==> config.mk <==
export PLATFORM = sky130hd
export DESIGN_NAME = mem_wb_stage
export DESIGN_NICKNAME = d
export VERILOG_FILES = /design/src/rtl/mem_wb_stage.sv
export SDC_FILE = /design/constraint.sdc
export NUM_CORES = 1
export LEC_CHECK = 0
export CAP_MARGIN = 20
export CORE_MARGIN = 4
export CORE_UTILIZATION = 39
export CTS_BUF_LIST = sky130_fd_sc_hd__clkbuf_4 sky130_fd_sc_hd__clkbuf_8 sky130_fd_sc_hd__clkbuf_16
export DETAILED_ROUTE_END_ITERATION = 7
export HOLD_SLACK_MARGIN = 0.1
export PLACE_DENSITY = 0.88
export SLEW_MARGIN = 30
export SYNTH_ARGS = -nofsm -noshare
export SYNTH_HDL_FRONTEND = slang
export SYNTH_SLANG_ARGS = --single-unit
==> constraint.sdc <==
create_clock -name CLK -period 8.2 [get_ports CLK]
set_input_delay 2.46 -clock CLK [delete_from_list [all_inputs] [get_ports CLK]]
set_output_delay 2.46 -clock CLK [all_outputs]
set_load 0.03 [all_outputs]
==> src/rtl/mem_wb_stage.sv <==
// mem_wb_stage: data-memory access over a req/ready handshake plus the MEM/WB register.
// Optional misaligned-access trap enabled by defining MISALIGN_TRAP_EN.
module mem_wb_stage #(
    parameter int MAX_WAIT = 16
) (
    input  logic        CLK,
    input  logic        rst,
    input  logic [31:0] ALU_ResultM,
    input  logic [31:0] WriteDataM,
    input  logic [4:0]  RD_M,
    input  logic [31:0] PCPlus4M,
    input  logic        RegWriteM,
    input  logic        MemWriteM,
    input  logic        MemReadM,
    input  logic [1:0]  ResultSrcM,
    input  logic [2:0]  Funct3M,
    output logic        dmem_req,
    output logic        dmem_we,
    output logic [31:0] dmem_addr,
    output logic [31:0] dmem_wdata,
    output logic [3:0]  dmem_be,
    input  logic [31:0] dmem_rdata,
    input  logic        dmem_ready,
    output logic        StallM,
    output logic [31:0] ResultW,
    output logic [4:0]  RDW,
    output logic        RegWriteW,
    output logic        BusErrW,
    output logic        MisalignW
);
    localparam int CW = $clog2(MAX_WAIT + 1);
    typedef enum logic {IDLE, WAIT} state_t;
    state_t         state_q, state_d;
    logic [CW-1:0]  cnt_q, cnt_d;
    logic [1:0]     a;
    logic           mem_op, suppress, at_limit, abort;
    logic [7:0]     ld_b;
    logic [15:0]    ld_h;
    logic [31:0]    load_data, result_m;
    assign a      = ALU_ResultM[1:0];
    assign mem_op = MemReadM | MemWriteM;
`ifdef MISALIGN_TRAP_EN
    assign suppress = mem_op & ((Funct3M[1:0] == 2'b01 & a[0]) | (Funct3M == 3'b010 & a != 2'b00));
`else
    assign suppress = 1'b0;
`endif
    assign dmem_req  = mem_op & ~rst & ~suppress;
    assign dmem_we   = MemWriteM;
    assign dmem_addr = {ALU_ResultM[31:2], 2'b00};
    always_comb begin
        dmem_be    = 4'b1111;
        dmem_wdata = WriteDataM;
        if (MemWriteM && Funct3M == 3'b000) begin
            dmem_be    = 4'b0001 << a;
            dmem_wdata = {4{WriteDataM[7:0]}};
        end else if (MemWriteM && Funct3M == 3'b001) begin
            dmem_be    = 4'b0011 << {a[1], 1'b0};
            dmem_wdata = {2{WriteDataM[15:0]}};
        end
    end
    assign ld_b = dmem_rdata[{a, 3'b000} +: 8];
    assign ld_h = dmem_rdata[{a[1], 4'b0000} +: 16];
    always_comb begin
        load_data = dmem_rdata;
        case (Funct3M)
            3'b000:  load_data = {{24{ld_b[7]}}, ld_b};
            3'b100:  load_data = {24'd0, ld_b};
            3'b001:  load_data = {{16{ld_h[15]}}, ld_h};
            3'b101:  load_data = {16'd0, ld_h};
            default: load_data = dmem_rdata;
        endcase
    end
    assign result_m = ResultSrcM == 2'b01 ? load_data :
                      ResultSrcM == 2'b10 ? PCPlus4M : ALU_ResultM;
    // The last permitted wait cycle aborts instead of stalling again.
    assign at_limit = state_q == WAIT && cnt_q == CW'(MAX_WAIT - 1);
    assign abort    = dmem_req & ~dmem_ready & at_limit;
    assign StallM   = dmem_req & ~dmem_ready & ~at_limit;
    always_comb begin
        state_d = StallM ? WAIT : IDLE;
        cnt_d   = StallM ? cnt_q + 1'b1 : '0;
    end
    always_ff @(posedge CLK) begin
        if (rst) begin
            state_q   <= IDLE;
            cnt_q     <= '0;
            ResultW   <= '0;
            RDW       <= '0;
            RegWriteW <= 1'b0;
            BusErrW   <= 1'b0;
            MisalignW <= 1'b0;
        end else begin
            state_q   <= state_d;
            cnt_q     <= cnt_d;
            BusErrW   <= abort;
            MisalignW <= suppress;
            if (StallM | abort | suppress) begin
                RDW       <= '0;
                RegWriteW <= 1'b0;
            end else begin
                RDW       <= RD_M;
                RegWriteW <= RegWriteM;
                ResultW   <= result_m;
            end
        end
    end
endmodule

======== Word-level counts from Yosys, hierarchy flattened ========
Index checks and enable logic that the tools add are counted.
W data, S select, Z words.
storage, ports and cells
  register bits ........................... 45
  input bits .............................. 144
operators by class
  $add $sub $neg .......................... 1
  bitwise logic cells ..................... 10
  reductions and logical operators ........ 6
  shifts and indexed selects .............. 4
  mux-type cells .......................... 8
  equal/unequal tests ..................... 6
operator list
  operator               count
  $mux W32               4
  $pmux W32 S4           1
  $shiftx A32 B6 Y16     1
  $shiftx A32 B6 Y8      1
  $mux W4                2
  $eq A3 B3 Y1 const B   2
  $add A5 B1 Y5 const B  1
  $eq A5 B4 Y1 const B   1
  $and A1 B1 Y1          4
  $not A1 Y1             4
  $reduce_or A2 Y1       2
  $shl A1 B2 Y4 const A  1
  $shl A2 B2 Y4 const A  1
  $eq A3 B1 Y1 const B   1
  $logic_and A1 B1 Y1    3
  $logic_not A3 Y1       1
  $eq A2 B1 Y1 const B   1
  $eq A2 B2 Y1 const B   1
  $or A1 B1 Y1           2
  $mux W1                1

======== Longest topological paths before layout ========
Gate-level depths: netlist (run 1).
  depth after elaboration ................. 6
  gate-level depth with buffers ........... 7

======== Least setup slack after synthesis (run 1) ========
OpenSTA, ideal clock, no wires.
  path type ............................... input to output
  start ................................... in Funct3M[1]
  end ..................................... out dmem_wdata[24]
  stages on the path ...................... 7
  required time ........................... 5.740 ns
  arrival ................................. 3.909 ns
  path slack .............................. 1.831 ns
  cells stage by stage .................... buf_2 > nor2_1 > and2_1 > buf_2 > buf_2 > nor2_1 > a21oi_1
between the ends
  longest elaborated chain between the ends .. 4
  elaborated cells on any way between the ends .. 6
  classes of those cells .................. 1 x eq/ne; 2 x mux; 3 x reduce/logical
ends and longest elaborated chain
  what                 line  source
  from (decl)          16    input logic [2:0] Funct3M,
  $eq A3 B1 Y1         56    end else if (MemWriteM && Funct3M == 3'b001) begin
  $logic_and A1 B1 Y1  56
  $mux W32             56
  $mux W32 *           53    if (MemWriteM && Funct3M == 3'b000) begin
  to (decl)            20    output logic [31:0] dmem_wdata,
Mark *: on every way between the ends. The rest lies on a longest branch, timed or not.

======== Worst setup path in the final report (run 1) ========
  start ................................... in MemWriteM
  end ..................................... out StallM
between the ends
  longest elaborated chain between the ends .. 4
ends and longest elaborated chain
  what                         line  source
  from (decl)                  13    input logic MemWriteM,
  $or A1 B1 Y1                 41    assign mem_op = MemReadM | MemWriteM;
  $and A1 B1 Y1                47    assign dmem_req = mem_op & ~rst & ~suppress;
  $and A1 B1 Y1 (2 in series)  78    assign StallM = dmem_req & ~dmem_ready & ~at_limit;
  to (decl)                    24    output logic StallM,
No other way between the ends.

==> reports/qor.tcl, run 1 <==
set qor(first_pass_iteration_count_of_the_detailed_router) 5
set qor(drive_gt1_frac) 0.118
set qor(route.detailed.drc) 0
set qor(synth_edf_count) 0
set qor(worstPathRequired_ns) 5.74
set qor(report.final.setup_viol) 0
set qor(final_nets) 766
set qor(coreArea_sq_um) 9200
set qor(worstMarginPinSlew_ns) 0.985
set qor(worst_ir_drop_vdd_uv) 106
set qor(min_from) {cnt_q[0]}
set qor(rsz0062_at_grt) {false}
set qor(netlist.area_leader.share) 0.245
set qor(ant_nets) 0
set qor(worst-r2r-cell-count) 6
set qor(floorplan.die.width_um) 105
set qor(detail_route.vias_per_cell) 5.87
set qor(total_power_uw) 768
set qor(synth_seq_cells) 45
set qor(slew_headroom) 0.343
set qor(n_fill_cell) 751
set qor(insertion_delay_ns) 0.30
set qor(synthesis.area_sq_um) 3670
set qor(grt_max_degree) 45
set qor(power_per_cell_area_nw_per_um2) 127
set qor(layout_common_cells) {sky130_fd_sc_hd__clkdlybuf4s50_1, sky130_fd_sc_hd__dfxtp_1, sky130_fd_sc_hd__mux2_2}
set qor(synthCells) 433
set qor(final_gp_congestion) 0.833
set qor(clockBufferDepth) 2
set qor(grt_pass1_vias) 4320
set qor(final_common_cell) {sky130_fd_sc_hd__clkdlybuf4s50_1}
set qor(dieArea_sq_um) 11000
set qor(power.static_leakage_nw) 2.21
set qor(cts_made_buffers) 5
set qor(critical_path.endpoint_type) {output port}
set qor(hold_viol) 0
set qor(timing.setup.critical_path_class) {in -> out}
set qor(first_pass_grt_wire_length_mm) 22.8
set qor(place.detailed.hpwl_mm) 11.7
set qor(hold_buffers) 0
set qor(remaining_overflow_grt) 0
set qor(synth.avg_cell_area_sq_um) 8.48
set qor(fp_rows) 35
set qor(initial_core_util) 0.399
set qor(chipHeight_um) 105
set qor(slew_viols_final) 0
set qor(period_needed_ns) 7.20
set qor(htreeDepth) 2
set qor(drt_iter0_drc) 413
set qor(portion_of_total_power_attributed_to_combinational_logic) 0.451
set qor(synth_sequential_area_ratio) 0.245
set qor(cts.sink_count) 45
set qor(synthesis.yosys.warnings) 0
set qor(seq_power_share) 0.322
set qor(holdPathStages) 1
set qor(layout_worst_path_cycle_share) 0.877
set qor(hold_class) {reg -> reg}
set qor(worst_clock_skew_ns) 0.00133
set qor(wl_per_cell_um) 20.4
set qor(design.portCount) 255
set qor(grt.total_usage) 0.252
set qor(cp-startpoint) {MemWriteM}
set qor(port-buffer-count) 251
set qor(total_switching_power_uw) 273
set qor(sw_frac_of_total) 0.355
set qor(postCtsResizedCells) 0
set qor(via_count) 4299
set qor(synth_area_leaders) {sky130_fd_sc_hd__dfxtp_1, sky130_fd_sc_hd__mux2_2, sky130_fd_sc_hd__buf_4}
set qor(clkSlewWorstSetupHoldPaths_ns) 0.10
set qor(crit_path_max_fanout) 40
set qor(wirelength_mm) 14.9
set qor(setup_tns_ns) 0
set qor(maxCapViolCount) 0
set qor(reg_to_reg_startpoint) {cnt_q[0]}
set qor(cts_setup_buffers) 0
set qor(placedCellCount) 724
set qor(antenna_violations_before_repair) 0
set qor(synth-main-ff-cell) {sky130_fd_sc_hd__dfxtp_1}
set qor(stdcell_count) 732
set qor(worst_ep_arrival_time_ns) 4.74
set qor(fmax_ghz) 0.139
set qor(antenna_diode_count) 0
set qor(p_clk_frac) 0.228
set qor(cts_tree) {built}
set qor(flow.area_growth_from_synthesis_pct) 64.4
set qor(yosys_cell_types) 45
set qor(clockRootBuffer) {sky130_fd_sc_hd__clkbuf_8}
set qor(outcome) {complete, no violations}
set qor(timing.critical_path.from_type) {input port}
set qor(cellInternalPower_uw) 495
set qor(synthArstFlopShare) 0
set qor(post-synth-top-area-cell) {sky130_fd_sc_hd__dfxtp_1}
==> power by group through the flow <==
| stage | clock network [mW] | logic, mW | registers, mW |
|---|---|---|---|
| after floorplan | 0 | 0.154 | 0.282 |
| after global placement | 0 | 0.339 | 0.251 |
| after detailed placement | 0 | 0.345 | 0.252 |
| after CTS | 0.178 | 0.347 | 0.247 |
| after global routing | 0.186 | 0.364 | 0.249 |
| final | 0.175 | 0.346 | 0.247 |
==> kinds of logic (layout without fill, tap and decap cells) <==
kind of cell,count (synthesis),in the layout,share of synthesized area
flops,45,45,0.245
mux,65,65,0.195
fa+ha+maj,2,2,0.00682
simple gates,87,87,0.111
buf+inv,88,274,0.141
xor+xnor,2,2,0.00477
compound gates,143,143,0.295
other cells,1,3,0.00102
==> per-layer routing <==
metal	track usage	up-vias	share of wire
li1	-	1994	-
met1	0.281	2048	0.38
met2	0.470	229	0.53
met3	0.0599	28	0.077
met4	0.0731	0	0.021
met5	0	-	0
==> area by class of cell <==
cell class                 count  area (sq um)  area share
timing repair buffer         260          2580       0.428
tap                          111           139      0.0230
multi-input combinational    302          2280       0.377
sequential                    45           901       0.149
clock buffer                   5          68.8      0.0114
inverter                       6          22.5     0.00373
clock inverter                 3          46.3     0.00767
==> path summary, 6_finish.rpt <==
path              end  slack (ns)
max            StallM        1.00
min reg2reg  cnt_q[0]        0.46
min          cnt_q[0]        0.46
max reg2reg  cnt_q[3]        6.81
==> per-stage QoR <==
step	hold slack (ns)	cell area [sq um]	worst slack [ns]	util
2_1_floorplan	0.418	3680	1.83	-
6_report	0.462	6030	1.00	0.656
3_5_place_dp	0.440	5920	1.03	0.644
5_1_grt	0.473	6030	0.891	0.656
4_1_cts	0.462	6030	1.02	0.656
3_3_place_gp	0.428	5910	1.08	0.643
==> critical path: stages <==
cell                              delay, ns
sky130_fd_sc_hd__clkdlybuf4s50_1       0.64
sky130_fd_sc_hd__nor2_1                0.14
sky130_fd_sc_hd__nor3_2                0.13
sky130_fd_sc_hd__buf_4                 0.38
sky130_fd_sc_hd__nand2_1               0.22
sky130_fd_sc_hd__inv_1                 0.10
sky130_fd_sc_hd__clkdlybuf4s50_1       0.67
==> state kept, by name, indices dropped and copies added, names as in the netlist <==
signal     flops
state_q        1
cnt_q          5
RDW            5
BusErrW        1
RegWriteW      1
ResultW       32
==> cells in the mapped netlist, types with 2 or more instances <==
cell type                  count
sky130_fd_sc_hd__dfxtp_1      45
sky130_fd_sc_hd__buf_4        42
sky130_fd_sc_hd__mux2_2       41
sky130_fd_sc_hd__nand2_1      33
sky130_fd_sc_hd__o221ai_1     29
sky130_fd_sc_hd__clkbuf_1     25
sky130_fd_sc_hd__mux2i_1      23
sky130_fd_sc_hd__a22oi_1      21
sky130_fd_sc_hd__a21oi_1      20
sky130_fd_sc_hd__nor2_1       20
sky130_fd_sc_hd__a221oi_1     16
sky130_fd_sc_hd__o211ai_1     16
sky130_fd_sc_hd__o21ai_0      14
sky130_fd_sc_hd__buf_2        11
sky130_fd_sc_hd__and3_1        8
sky130_fd_sc_hd__nand3_1       8
sky130_fd_sc_hd__a32o_1        7
sky130_fd_sc_hd__nor2b_1       6
sky130_fd_sc_hd__o22a_1        5
sky130_fd_sc_hd__inv_1         4
sky130_fd_sc_hd__nand2b_1      4
sky130_fd_sc_hd__a31oi_1       3
sky130_fd_sc_hd__nor3_1        3
sky130_fd_sc_hd__a211oi_1      2
sky130_fd_sc_hd__buf_1         2
sky130_fd_sc_hd__buf_6         2
sky130_fd_sc_hd__clkinv_1      2
sky130_fd_sc_hd__ha_1          2
sky130_fd_sc_hd__o21ai_1       2
sky130_fd_sc_hd__o311ai_0      2
(Power assumes the default switching activity.)
==> inputs of run 2 (changes only) <==
Settings changed: ABC_CLOCK_PERIOD_IN_PS from default to 8200.
==> results of run 2 <==
The final DEF is identical to that of run 1; final timing and power are the same.
